## src/rtl/pipe_stage_hs_if.sv

```systemverilog
// Stream channel carried between pipeline stages: valid/ready handshake
// plus the instruction word, opaque payload and control-bit vector.
`timescale 1ns/1ps
interface pipe_stage_hs_if #(
    parameter int INSTR_W = 16,
    parameter int DATA_W  = 128,
    parameter int CTRL_W  = 8
);
    logic               valid;
    logic               ready;
    logic [INSTR_W-1:0] instr;
    logic [DATA_W-1:0]  data;
    logic [CTRL_W-1:0]  ctrl;

    // Producer side drives the entry, consumer side answers with ready.
    modport master (output valid, output instr, output data, output ctrl, input ready);
    modport slave  (input valid, input instr, input data, input ctrl, output ready);
endinterface

```

## src/rtl/pipe_stage_hs.sv

```systemverilog
// Single pipeline stage with valid/ready handshake, optional two-entry skid
// buffer, NOP bubble injection, synchronous flush and a saturating bubble count.
`timescale 1ns/1ps
module pipe_stage_hs #(
    parameter int                 INSTR_W   = 16,
    parameter int                 DATA_W    = 128,
    parameter int                 CTRL_W    = 8,
    parameter logic [INSTR_W-1:0] NOP_INSTR = 16'h0800,
    parameter int                 SKID      = 1
) (
    input  logic                 clk,
    input  logic                 rst,
    pipe_stage_hs_if.slave       upstream,
    pipe_stage_hs_if.master      downstream,
    input  logic                 bubble,
    input  logic                 flush,
    output logic [1:0]           occupancy,
    output logic [15:0]          stat_bubbles
);

    logic               ready_en;
    logic               head_valid;
    logic [INSTR_W-1:0] head_instr;
    logic [DATA_W-1:0]  head_data;
    logic [CTRL_W-1:0]  head_ctrl;
    logic               skid_valid;
    logic [INSTR_W-1:0] skid_instr;
    logic [DATA_W-1:0]  skid_data;
    logic [CTRL_W-1:0]  skid_ctrl;

    logic               space;
    logic               enq;
    logic               deq;
    logic [INSTR_W-1:0] enq_instr;
    logic [DATA_W-1:0]  enq_data;
    logic [CTRL_W-1:0]  enq_ctrl;

    // Space/enqueue/dequeue decisions and the entry to write (bubble or upstream).
    always_comb begin
        deq = head_valid & downstream.ready;
        if (SKID != 0) begin
            space = ready_en & !(head_valid & skid_valid);
        end else begin
            space = ready_en & (!head_valid | downstream.ready);
        end
        enq       = !flush & space & (bubble | upstream.valid);
        enq_instr = bubble ? NOP_INSTR : upstream.instr;
        enq_ctrl  = bubble ? '0 : upstream.ctrl;
        enq_data  = upstream.data;
    end

    assign upstream.ready   = !bubble & !flush & space;
    assign downstream.valid = head_valid;
    assign downstream.instr = head_instr;
    assign downstream.data  = head_data;
    assign downstream.ctrl  = head_ctrl;
    assign occupancy        = {1'b0, head_valid} + {1'b0, skid_valid};

    // Holds in_ready low until the first clock after reset is released.
    always_ff @(posedge clk or negedge rst) begin
        if (!rst) ready_en <= 1'b0;
        else      ready_en <= 1'b1;
    end

    // Head/skid storage: flush clears everything, otherwise FIFO refill of the head.
    always_ff @(posedge clk or negedge rst) begin
        if (!rst) begin
            head_valid <= 1'b0;
            head_instr <= NOP_INSTR;
            head_data  <= '0;
            head_ctrl  <= '0;
            skid_valid <= 1'b0;
            skid_instr <= NOP_INSTR;
            skid_data  <= '0;
            skid_ctrl  <= '0;
        end else if (flush) begin
            head_valid <= 1'b0;
            head_instr <= NOP_INSTR;
            head_data  <= '0;
            head_ctrl  <= '0;
            skid_valid <= 1'b0;
            skid_instr <= NOP_INSTR;
            skid_data  <= '0;
            skid_ctrl  <= '0;
        end else if (deq && skid_valid) begin
            head_valid <= 1'b1;
            head_instr <= skid_instr;
            head_data  <= skid_data;
            head_ctrl  <= skid_ctrl;
            skid_valid <= 1'b0;
        end else if (enq && (!head_valid || deq)) begin
            head_valid <= 1'b1;
            head_instr <= enq_instr;
            head_data  <= enq_data;
            head_ctrl  <= enq_ctrl;
        end else if (enq) begin
            skid_valid <= 1'b1;
            skid_instr <= enq_instr;
            skid_data  <= enq_data;
            skid_ctrl  <= enq_ctrl;
        end else if (deq) begin
            head_valid <= 1'b0;
        end
    end

    // Counts bubbles that actually found space; sticks at all-ones.
    always_ff @(posedge clk or negedge rst) begin
        if (!rst) begin
            stat_bubbles <= 16'd0;
        end else if (enq && bubble && (stat_bubbles != 16'hFFFF)) begin
            stat_bubbles <= stat_bubbles + 16'd1;
        end
    end

endmodule

```

## src/flat_wrapper.sv

```systemverilog
// flat-port wrapper written by rule: the top's interface ports become plain ports
module pipe_stage_hs_flat 
#(
    parameter int                 INSTR_W   = 16,
    parameter int                 DATA_W    = 128,
    parameter int                 CTRL_W    = 8,
    parameter logic [INSTR_W-1:0] NOP_INSTR = 16'h0800,
    parameter int                 SKID      = 1
)
  (clk, rst, bubble, flush, occupancy, stat_bubbles, upstream_valid, upstream_instr, upstream_data, upstream_ctrl, upstream_ready, downstream_valid, downstream_instr, downstream_data, downstream_ctrl, downstream_ready);
  pipe_stage_hs_if #(.INSTR_W(INSTR_W), .DATA_W(DATA_W), .CTRL_W(CTRL_W)) upstream_i ();
  pipe_stage_hs_if #(.INSTR_W(INSTR_W), .DATA_W(DATA_W), .CTRL_W(CTRL_W)) downstream_i ();
  input  logic clk;
  input  logic rst;
  input  logic bubble;
  input  logic flush;
  output logic [1:0] occupancy;
  output logic [15:0] stat_bubbles;
  input wire logic [$bits(upstream_i.valid)-1:0] upstream_valid;
  input wire logic [$bits(upstream_i.instr)-1:0] upstream_instr;
  input wire logic [$bits(upstream_i.data)-1:0] upstream_data;
  input wire logic [$bits(upstream_i.ctrl)-1:0] upstream_ctrl;
  output wire logic [$bits(upstream_i.ready)-1:0] upstream_ready;
  output wire logic [$bits(downstream_i.valid)-1:0] downstream_valid;
  output wire logic [$bits(downstream_i.instr)-1:0] downstream_instr;
  output wire logic [$bits(downstream_i.data)-1:0] downstream_data;
  output wire logic [$bits(downstream_i.ctrl)-1:0] downstream_ctrl;
  input wire logic [$bits(downstream_i.ready)-1:0] downstream_ready;
  assign upstream_i.valid = upstream_valid;
  assign upstream_i.instr = upstream_instr;
  assign upstream_i.data = upstream_data;
  assign upstream_i.ctrl = upstream_ctrl;
  assign upstream_ready = upstream_i.ready;
  assign downstream_valid = downstream_i.valid;
  assign downstream_instr = downstream_i.instr;
  assign downstream_data = downstream_i.data;
  assign downstream_ctrl = downstream_i.ctrl;
  assign downstream_i.ready = downstream_ready;
  pipe_stage_hs #(.INSTR_W(INSTR_W), .DATA_W(DATA_W), .CTRL_W(CTRL_W), .NOP_INSTR(NOP_INSTR), .SKID(SKID)) u_core (.clk(clk), .rst(rst), .upstream(upstream_i), .downstream(downstream_i), .bubble(bubble), .flush(flush), .occupancy(occupancy), .stat_bubbles(stat_bubbles));
endmodule
```

## config.mk

```make
export PLATFORM = sky130hd
export DESIGN_NAME = pipe_stage_hs_flat
export DESIGN_NICKNAME = d
export VERILOG_FILES = /design/src/rtl/pipe_stage_hs_if.sv /design/src/rtl/pipe_stage_hs.sv /design/src/flat_wrapper.sv
export SDC_FILE = /design/constraint.sdc
export NUM_CORES = 1
export LEC_CHECK = 0
export CAP_MARGIN = 40
export CORE_ASPECT_RATIO = 1.5
export CORE_MARGIN = 2
export CORE_UTILIZATION = 44
export DETAILED_ROUTE_END_ITERATION = 16
export PLACE_DENSITY = 0.72
export SYNTH_ARGS = -nofsm -noshare
export SYNTH_HDL_FRONTEND = slang
export SYNTH_SLANG_ARGS = --single-unit
```

## constraint.sdc

```tcl
create_clock -name clk -period 2.5 [get_ports clk]
set_input_delay 0.375 -clock clk [delete_from_list [all_inputs] [get_ports clk]]
set_output_delay 0.375 -clock clk [all_outputs]
set_load 0.05 [all_outputs]
```

* Word level (Yosys, flattened, before mapping)
Cells that the tools add are included.
Cells by class: add/subtract/negate cells 2, equality and inequality tests 5, multiplexer cells 32, bitwise operators 8, reduce and logical (&&, ||, !) cells 16
Operator list (count):
- 2-to-1 mux 128 bit | 7
- 2-to-1 mux 16 bit | 8
- 2-to-1 mux 8 bit | 8
- adder 16 x 1 -> 16 bit (second input constant) | 1
- != test 16 bit (second input constant) | 1
- 2-to-1 mux 1 bit | 9
- AND 1 bit | 7
- nonzero test 3 bit | 2
- logical AND 1 bit | 4
- logical NOT 1 bit | 4
- != test 2 bit (second input constant) | 2
- != test 4 bit (second input constant) | 1
- AND reduction 2 bit | 2
- nonzero test 4 bit | 1
- != test 3 x 2 -> 1 bit (second input constant) | 1
- AND reduction 3 bit | 1
- adder 1 x 1 -> 2 bit | 1
- nonzero test 2 bit | 1
- logical OR 1 bit | 1
- OR 1 bit | 1
Storage, ports and cells: bits in registers 323

* Longest topological paths before layout
Gate-level depths: netlist (run 1).
depth after elaboration 9, gate-level depth with buffers 9

* Worst setup path before layout (run 1)
No wires, ideal clock.
path kind register -> register, start point register u_core.head_valid (netlist: u_core.downstream.valid), end point register u_core.head_data[54] (netlist: u_core.downstream.data[54]), setup time 0.135 ns, arrival 2.500 ns, data required time 2.365 ns, path slack -0.135 ns, cell stages (with the launch flop) 9, buffers on the path 3, period minus slack after synthesis 2.635 ns, cells stage by stage dfrtp_1 > ha_1 > or3b_4 > o311a_1 > buf_2 > buf_6 > buf_2 > nand2_1 > o21ai_0
Between the ends: cells in the longest elaborated chain, start to end 7, elaborated cells between the ends (all ways) 13
RTL lines:
- start, declared | line pipe_stage_hs.sv:22 | logic head_valid;
- start signal, assigned | line pipe_stage_hs.sv:68 | head_valid <= 1'b0;
- start signal, assigned | line pipe_stage_hs.sv:77 | head_valid <= 1'b0;
- start signal, assigned | line pipe_stage_hs.sv:86 | head_valid <= 1'b1;
- AND 1 bit | line pipe_stage_hs.sv:42 | space = ready_en & !(head_valid & skid_valid);
- logical NOT 1 bit | line pipe_stage_hs.sv:42
- AND 1 bit | line pipe_stage_hs.sv:42
- AND 1 bit (2 in series) | line pipe_stage_hs.sv:46 | enq = !flush & space & (bubble | upstream.valid);
- logical AND 1 bit | line pipe_stage_hs.sv:91 | end else if (enq && (!head_valid || deq)) begin
- nonzero test 3 bit (no line)
- end signal, assigned | line pipe_stage_hs.sv:88 | head_data <= skid_data;
- end signal, assigned | line pipe_stage_hs.sv:94 | head_data <= enq_data;
- end, declared | line pipe_stage_hs.sv:24 | logic [DATA_W-1:0] head_data;
Parallel ways exist; a longest one is shown, timed or not. A chain may end at the register's enable or synchronous reset.

* Final worst setup path (run 1)
start point register u_core.skid_valid, end point output upstream_ready
Between the ends: cells in the longest elaborated chain, start to end 4
RTL lines:
- start, declared | line pipe_stage_hs.sv:26 | logic skid_valid;
- start signal, assigned | line pipe_stage_hs.sv:72 | skid_valid <= 1'b0;
- start signal, assigned | line pipe_stage_hs.sv:81 | skid_valid <= 1'b0;
- start signal, assigned | line pipe_stage_hs.sv:90 | skid_valid <= 1'b0;
- AND 1 bit | line pipe_stage_hs.sv:42
- logical NOT 1 bit | line pipe_stage_hs.sv:42
- AND 1 bit | line pipe_stage_hs.sv:42
- AND 1 bit | line pipe_stage_hs.sv:52 | assign upstream.ready = !bubble & !flush & space;
- end, declared | line flat_wrapper.sv:23 | output wire logic [$bits(upstream_i.ready)-1:0] upstream_ready;
Every way passes these cells.

==> results of run 1 <==
[per-stage QoR]
step	hold slack, ps	utilization (%)
global route	369.6	59.51
floorplan	79.41	-
finish	379.3	59.52
CTS	347.3	59.50
detailed placement	383.8	56.09
global placement	382.6	56.09
[worst max-delay path, delay by kind of cell (launching register included)]
family / cells / cell delay, ps
and+or+nand+nor: 2 / 620
buffers and inverters: 1 / 170
adders and majority gates: 1 / 210
DFF: 1 / 430
[final timing paths]
kind                                                 from                    endpoint
max in group asynchronous                             rst       u_core.skid_instr[11]
min in group clk                        upstream_data[46]        u_core.skid_data[46]
worst max-delay path                    u_core.skid_valid              upstream_ready
worst max register to register          u_core.skid_valid  u_core.downstream.data[10]
worst min-delay path                                  rst  u_core.downstream.data[88]
worst min register to register  u_core.downstream.data[0]   u_core.downstream.data[0]
[routing by layer]
layer  part of all wire (%)  vias to the layer above  routed length, microns  GRT usage (%)
li1                       -                     5471                       -              -
met1                     39                     5631                   15520          28.50
met2                     51                      323                   20410          40.46
met3                    5.2                       92                    2075          3.846
met4                    4.4                        2                    1761          10.19
met5                  0.033                        -                      13              0
[kinds of logic (layout without fill, tap and decap cells)]
family                     Yosys count  count (layout)  synth area share, %
buffers and inverters              110             426                4.019
xor gates and xnor gates            10              10               0.6103
adders and majority gates            2               2               0.1743
and+or+nand+nor                    527             527                15.68
AOI/OAI and AO/OA                  341             341                13.91
other                                1               2              0.02613
DFF                                323             323                56.34
muxes                              132             132                9.241
[state kept, by name, summed over array words and instances, names as in the netlist]
register                 count
u_core.skid_data           128
u_core.downstream.data     128
u_core.downstream.instr     16
u_core.downstream.ctrl       8
u_core.ready_en              1
u_core.skid_ctrl             8
u_core.skid_valid            1
u_core.downstream.valid      1
u_core.stat_bubbles         16
u_core.skid_instr           16
[final cells by class]
type | count | area share, %
flip-flops and latches | 323 | 42.02
well taps | 415 | 2.698
clock inverters | 10 | 0.9754
repair buffers | 368 | 19.88
clock buffers | 47 | 4.708
inverters | 1 | 0.03251
diodes | 1 | 0.01300
multi-input cells | 1013 | 29.68
[power by group through the flow]
stage | clock, mW | sequential [mW] | combinational [mW]
finish | 5.03 | 5.63 | 2.08
CTS | 5.14 | 5.63 | 2.11
floorplan | 0 | 6.37 | 0.403
global placement | 0 | 5.71 | 2.08
detailed placement | 0 | 5.72 | 2.10
global route | 5.38 | 5.65 | 2.22
[what timing repair did]
item / in CTS / in global routing
gates resized for setup: 1 / 2
hold endpoints to repair: 57 / 0
endpoints found under the setup margin: 1 / 2
hold buffers: 1 / 0
pin swaps: 0 / 0
[layout by cell type (no fill, tap or decap), drive strengths merged, types with 2 or more instances in the layout]
master and n:
nand2 436, clkdlybuf4s50 324, dfrtp 321, o21ai 304, mux2i 128, clkbuf 47
buf 41, a21oi 30, nor3b 24, nand3b 23, nor2 10, xor2 8
nand3 7, nor3 6, nand4 5, bufinv 5, nand2b 4, mux2 4
clkinv 3, nor4 2, a211oi 2, xnor2 2, dfstp 2, inv 2
and3 2, ha 2
==> flow_summary.toml, run 1 <==
[pwr]
seqPwrFrac_pct = 44.2
power_frac_comb_pct = 16.4
p_int_mw = 9.216
total_power_mw = 12.74
p_leak_nw = 7.873
ir_worst_vdd_uv = 528.8
p_clk_share_pct = 39.5
swShare_pct = 27.66
p_switching_mw = 3.524
power_density_nw_per_um2 = 662.1

[logic_synthesis]
synth_most_common_cell = "nand2_1"
netlist_area_sq_um = 14350
syn_nets = 1606
async_flop_share_pct = 100.0
netlist_top_cells_area = "dfrtp_1 (56%), nand2_1 (11%), mux2i_1 (8.9%)"
avgSynthCellArea_sq_um = 9.925
ys_types = 44
synth_top_area_cell = "dfrtp_1"
synth_edf_count = 0
yosysWarnings = 0
synth.top_cell.area_share_pct = 55.97
synth_ff_type = "dfrtp_1"
ys_seq_area_share_pct = 56.34
syn_inst = 1446
synth-seq-cells = 323
synthTopCellsByCount = "nand2_1 (436), dfrtp_1 (321), o21ai_0 (201)"

[routing]
dr_total_vias = 11519
ant_nets = 0
wirelength_mm = 39.78
detail_route.first_pass.iterations = 5
via_per_inst = 5.289
drc_errors = 0
avgRoutedWirePerCell_microns = 18.27
initialDrtViolationCount = 615

[setup_path]
cp-start-kind = "flip-flop"
crit_chain = "ha_2 > or3b_4 > nor2_2 > buf_12"
critPathMaxFanout = 5
crit_path_max_incr_delay_ps = 430
cp.required_ps = 2120
worstSetupPathType = "flip-flop to output pin"
endpoint_kind = "output pin"
r2r_slack_ps = 370
rr_worst_depth = 6
worstPathArrival_ps = 1980
slowest_stage = "dfrtp_1"

[global_route]
grt_pass1_wl_mm = 63.29
grt.total_usage_pct = 23.37
grt_max_degree = 86
grt_pass1_vias = 11766
grt_overflow_total = 0
antenna_found_initial = 1

[floorplan]
initial_core_util_pct = 44.39
die_area_sq_um = 34110
row_count = 81
die-width_microns = 151.5
coreArea_sq_um = 32330
ios = 330
fp.dieH_microns = 225.2

[final_layout]
fill_cells = 2706
multiInputGateArea_sq_um = 5710
regArea_sq_um = 8085
drive_gt1_share_pct = 9.818
nets = 1898
final_area_sq_um = 19240
instances_no_fill = 2178
syn_to_final_growth_pct = 34.08

[clock_tree]
cts_setup_buffers = 0
cts.clk_slew.worst_paths_ps = 70
clk_latency_ps = 560
htree_levels = 1
clkSinkCount = 323
cts.path.max_buffers = 3
cts_tree = "built"
cts-buffers-inserted = 31
clockRootBuffer = "clkbuf_16"

[timing]
worst_slack_ps = 143.4
fmax_ghz = 0.4243
grt_setup_unrepaired = "no"
period_needed_ps = 2357
fin_crit_sh_pct = 94.26
slew_headroom_pct = 57.64
drv_slew = 0
finalSetupTns_ps = 0
worst_pin_slew_ps = 633.4
finalSetupViolations = 0
finalClockSkew_ps = 12.10
finalHoldViolations = 0

[placed_design]
dpl_cell_area_sq_um = 18130
numPortBuffers = 329
place_ws_ps = 135.9
dp.cells = 2119
gp_congestion = 0.8361
dp_hpwl_mm = 26.38

[min_path]
hold_path.class = "input port to asynchronous set/reset pin"

[outcome]
status = "completed"

[run]
max_cap_violations = 0
Note: power is estimated with default switching activity, not from simulation.
==> inputs of run 2 (changes only) <==
--- a/config.mk
+++ b/config.mk
@@ -8,9 +8,10 @@
 export CAP_MARGIN = 40
 export CORE_ASPECT_RATIO = 1.5
 export CORE_MARGIN = 2
-export CORE_UTILIZATION = 44
+export CORE_UTILIZATION = 39
 export DETAILED_ROUTE_END_ITERATION = 16
-export PLACE_DENSITY = 0.72
+export GPL_TIMING_DRIVEN = 0
+export MAX_ROUTING_LAYER = met4
 export SYNTH_ARGS = -nofsm -noshare
 export SYNTH_HDL_FRONTEND = slang
 export SYNTH_SLANG_ARGS = --single-unit
==> run 2 against run 1 <==
  * Die area is 13% higher
  * Fmax down 2.0%
  * Cell area increased by 1.3%
  * Clock power barely moved
  * Final cell count up 7.1%
  * First-iteration DRC count increased by 18%
  * Setup slack lost 49 ps
  * Flip-flop and latch count stayed put
  * Via count grew 0.96%
  * Largest cell class unchanged
  * Largest power group unchanged
==> flow_summary.toml, run 2 (synthesis gave the netlist of run 1 again) <==
[routing]
ant_nets = 0
via_per_inst = 4.985
initialDrtViolationCount = 725
wirelength_mm = 43.58
avgRoutedWirePerCell_microns = 18.68
dr_total_vias = 11630
detail_route.first_pass.iterations = 5
drc_errors = 0

[outcome]
status = "completed"

[timing]
drv_slew = 0
grt_setup_unrepaired = "no"
fin_crit_sh_pct = 96.22
slew_headroom_pct = 51.13
fmax_ghz = 0.4157
finalSetupTns_ps = 0
finalHoldViolations = 0
finalSetupViolations = 0
worst_pin_slew_ps = 733.1
period_needed_ps = 2406
worst_slack_ps = 94.42
finalClockSkew_ps = 12.14

[final_layout]
drive_gt1_share_pct = 10.48
final_cell_mix = "nand2_1 (436), clkdlybuf4s50_1 (325), dfrtp_1 (320), o21ai_0 (201), mux2i_1 (128)"
syn_to_final_growth_pct = 35.82
nets = 1979
final_common_cell = "nand2_1"
fin_util_pct = 53.44

[pwr]
p_leak_nw = 8.006
ir_worst_vdd_uv = 456.2
power_density_nw_per_um2 = 652.3

[clock_tree]
htree_levels = 2
cts.clk_slew.worst_paths_ps = 60
clk_latency_ps = 530
cts.path.max_buffers = 3
clockRootBuffer = "clkbuf_16"
cts-buffers-inserted = 34
cts_tree = "built"
clkSinkCount = 323

[setup_path]
cp.required_ps = 2120
worstSetupPathType = "flip-flop to output pin"
cp-start-kind = "flip-flop"
critPathMaxFanout = 9
crit_path_max_incr_delay_ps = 470
worstPathArrival_ps = 2030
crit_chain = "ha_2 > or3b_4 > nor2_1 > clkbuf_4"
endpoint_kind = "output pin"
r2r_slack_ps = 130
slowest_stage = "dfrtp_2"

[placed_design]
gp_congestion = 0.8190
place_ws_ps = -655.3
numPortBuffers = 329
dp_hpwl_mm = 31.64

[global_route]
grt_pass1_vias = 12095
grt_overflow_total = 0
grt_max_degree = 118
grt.total_usage_pct = 23.65
grt_pass1_wl_mm = 68.99
antenna_found_initial = 7

[floorplan]
die_area_sq_um = 38380
row_count = 86
coreArea_sq_um = 36480
initial_core_util_pct = 39.34
die-width_microns = 160.6
ios = 330
fp.dieH_microns = 238.9

[min_path]
hold_path.class = "input port to asynchronous set/reset pin"

[run]
max_cap_violations = 0
-- run 2: changes by cell type in the layout (fill, tap and decap cells not counted), sizes merged --
cell / before / now
clkinvlp: 1 / 0
inv: 2 / 1
clkinv: 3 / 9
bufinv: 5 / 1
clkdlybuf4s50: 324 / 325
buf: 41 / 51
clkbuf: 47 / 116
dlygate4sd2: 1 / 2
diode: 1 / 7
dlymetal6s2s: 1 / 0
-- run 2: where the power goes --
part / leakage, nW / switching, mW / internal (mW) / total, mW
Combinational: 3.06 / 1.33 / 0.747 / 2.08
Sequential: 4.41 / 0.164 / 5.45 / 5.61
Clock: 0.544 / 2.11 / 2.91 / 5.02
-- run 2: area by class of cell --
| class | count | area (sq um) |
|---|---|---|
| Antenna cell | 7 | 17.52 |
| Buffer | 109 | 579.3 |
| Clock buffer | 49 | 1011 |
| Clock inverter | 10 | 75.07 |
| Fill cell | 3344 | 16990 |
| Inverter | 1 | 3.754 |
| Multi-Input combinational cell | 1013 | 5698 |
| Sequential cell | 323 | 8087 |
| Tap cell | 484 | 605.6 |
| Timing Repair Buffer | 337 | 3416 |
-- run 2: worst max-delay path, delay by kind of cell (launching register included) --
family | cells | cell delay (ps)
flops | 1 | 470
fa+ha+maj | 1 | 230
simple gates | 2 | 530
buf+inv | 1 | 270
-- run 2: routing by layer --
layer	wire length, microns	up-vias	global-route usage [%]	part of all wire [%]
met5	0	-	-	0
li1	-	5632	-	-
met1	17540	5644	27.54	40
met3	1851	68	3.869	4.2
met4	1466	0	9.664	3.4
met2	22720	286	40.73	52
-- run 2: final timing paths --
check | to | cells past startpoint | startpoint
max reg2reg | u_core.downstream.data[57] | 8 | u_core.downstream.valid
min reg2reg | u_core.downstream.data[50] | 2 | u_core.downstream.data[50]
max | upstream_ready | 4 | u_core.downstream.valid
max in group asynchronous | u_core.downstream.valid | 3 | rst
min | u_core.downstream.data[52] | 2 | rst
min in group clk | u_core.skid_data[8] | 3 | upstream_data[8]
-- run 2: what timing repair did --
action                                  4_1_cts  5_1_grt
hold buffers                                  1        0
endpoints found under the setup margin      246       93
resized for setup                            10        4
pin swaps                                     2        0
setup buffers                                 2        0
hold endpoints to repair                     49        0
-- run 2: through the flow --
step / area, sq um / instances / power [mW] / hold slack (ps)
finish: 19490 / 2333 / 12.72 / 353.7
global route: 19490 / 2333 / 13.21 / 372.5
CTS: 19470 / 2326 / 12.87 / 366.1
detailed placement: 18360 / 2264 / 7.807 / 323.7
global placement: 18250 / 2259 / 7.782 / 463.7
floorplan: 14350 / 1446 / 6.768 / 79.41
==> inputs of run 3 (changes only) <==
--- a/config.mk
+++ b/config.mk
@@ -12,6 +12,7 @@
 export DETAILED_ROUTE_END_ITERATION = 16
 export GPL_TIMING_DRIVEN = 0
 export MAX_ROUTING_LAYER = met4
+export SETUP_SLACK_MARGIN = 0.5
 export SYNTH_ARGS = -nofsm -noshare
 export SYNTH_HDL_FRONTEND = slang
 export SYNTH_SLANG_ARGS = --single-unit
==> run 3 against run 2 <==
  * Largest cell class unchanged
  * Flip-flop and latch count is the same
  * Die area is the same
  * Cell area rose by 19%
==> flow_summary.toml, run 3 (synthesis gave the netlist of run 1 again) <==
[setup_path]
critPathBufInv = 1
cp-start-kind = "flip-flop"
crit_chain = "ha_4 > or3b_4 > nor2_4 > buf_8"
slowest_stage = "dfrtp_4"
cp.required_ps = 2120
crit_path_max_incr_delay_ps = 510
critPathMaxFanout = 5
critPathTopFamily = "simple AND/OR/NAND/NOR gates"
worstPathArrival_ps = 1920
worstSetupPathType = "flip-flop to output pin"
endpoint_kind = "output pin"

[pwr]
p_clk_share_pct = 39.0
p_int_mw = 9.507
power_frac_comb_pct = 18.8
seqPwrFrac_pct = 42.2
power_density_nw_per_um2 = 574.7
ir_worst_vdd_uv = 410.8
p_switching_mw = 3.837
p_leak_nw = 12.85
total_power_mw = 13.34
swShare_pct = 28.75

[timing]
grt_setup_unrepaired = "yes"
drv_slew = 0
finalClockSkew_ps = 9.700
period_needed_ps = 2292
worst_slack_ps = 207.9
slew_headroom_pct = 54.82
finalHoldViolations = 0
fmax_ghz = 0.4363
fin_crit_sh_pct = 91.69
worst_pin_slew_ps = 676.5
finalSetupViolations = 0

[final_layout]
fin_util_pct = 63.66
regArea_sq_um = 8092
final_cell_mix = "dfrtp_1 (318), nand2_1 (265), o21ai_2 (172), dlymetal6s2s_1 (169), clkdlybuf4s50_1 (156)"
instances_no_fill = 2402
final_common_cell = "dfrtp_1"
syn_to_final_growth_pct = 61.80
nets = 2048
multiInputGateArea_sq_um = 7122
final_area_sq_um = 23220
drive_gt1_share_pct = 30.72
fill_cells = 2928

[floorplan]
die_area_sq_um = 38380
initial_core_util_pct = 39.34
ios = 330
die-width_microns = 160.6
fp.dieH_microns = 238.9
row_count = 86
coreArea_sq_um = 36480

[min_path]
hold_path.class = "input port to asynchronous set/reset pin"

[global_route]
grt_pass1_wl_mm = 68.53
grt_pass1_vias = 12136
grt.total_usage_pct = 23.47
antenna_found_initial = 7
grt_max_degree = 112
grt_overflow_total = 0

[clock_tree]
cts.path.max_buffers = 3
clk_latency_ps = 520
clockRootBuffer = "clkbuf_16"
cts.clk_slew.worst_paths_ps = 60
cts-buffers-inserted = 35
htree_levels = 2
cts_tree = "built"
clkSinkCount = 323

[placed_design]
dp_hpwl_mm = 31.24
place_ws_ps = -727.2
numPortBuffers = 329
dpl_cell_area_sq_um = 18570
dp.cells = 2262
gp_congestion = 0.8416

[routing]
wirelength_mm = 48.91
ant_nets = 0
drc_errors = 0
avgRoutedWirePerCell_microns = 20.36
detail_route.first_pass.iterations = 5
dr_total_vias = 12329
initialDrtViolationCount = 482
via_per_inst = 5.133

[run]
max_cap_violations = 0

[outcome]
status = "completed"
run 3: changes by cell type in the layout (fill, tap and decap cells not counted), moves of 30 or more:
cell,before,now
clkbuf_1,66,30
clkbuf_16,37,67
clkdlybuf4s50_1,325,156
dlymetal6s2s_1,0,169
nand2_1,436,265
nand2_2,0,70
nand2_4,0,101
o21ai_0,201,23
o21ai_1,33,109
o21ai_2,70,172
run 3: worst paths after layout:
kind	start	end	slack [ps]	cells past startpoint
worst min-delay path	rst	u_core.skid_data[53]	400	3
max in group asynchronous	rst	u_core.downstream.valid	870	5
worst max register to register	u_core.downstream.valid	u_core.downstream.data[6]	230	9
worst max-delay path	u_core.downstream.valid	upstream_ready	210	4
min in group clk	upstream_data[112]	u_core.skid_data[112]	430	3
worst min register to register	u_core.downstream.data[35]	u_core.downstream.data[35]	470	2
run 3: area by class of cell:
class / instances / share of cell area (%)
clock inverter: 9 / 0.4203
tap: 484 / 2.608
buffer: 109 / 4.758
clock buffer: 51 / 4.472
inverter: 1 / 0.01617
sequential: 323 / 34.85
antenna: 7 / 0.07544
multi-input combinational: 1013 / 30.67
timing repair buffer: 405 / 22.13
run 3: power groups by stage:
stage	registers, mW	clock network [mW]	logic, mW
4_1_cts	5.62	5.32	2.17
5_1_grt	5.66	5.55	2.64
6_report	5.63	5.20	2.51
2_1_floorplan	6.37	0	0.440
3_5_place_dp	5.71	0	2.14
3_3_place_gp	5.72	0	2.12
run 3: worst reg2reg max path: stages, from the launching register on:
cell and delay [ps]:
dfrtp_4 510, ha_4 170, or3b_4 430, buf_6 140, nor2_4 130, a22oi_2 180, buf_6 210, buf_4 150
clkbuf_16 150, o21ai_1 120
run 3: metrics by stage:
stage | setup TNS [ps] | hold WS, ps
after CTS | 0 | 401.9
final | 0 | 402.5
after global routing | 0 | 422.4
after floorplan | 0 | 79.41
after detailed placement | -114080 | 309.1
after global placement | -4485170 | 463.1
run 3: what timing repair did:
item | in CTS | in global routing
gates resized for setup | 35 | 871
setup endpoints to repair | 476 | 573
setup buffers | 10 | 25
cloned | 3 | 33
endpoints found under the hold margin | 49 | 0
hold buffers | 2 | 0
pin swaps | 5 | 130
run 3: layer usage:
layer / track usage (%) / vias to the layer above / share of wire, %
li1: - / 5822 / -
met1: 27.09 / 6097 / 38
met2: 40.46 / 328 / 53
met3: 4.424 / 82 / 5.1
met4: 9.173 / 0 / 3.4
met5: - / - / 0
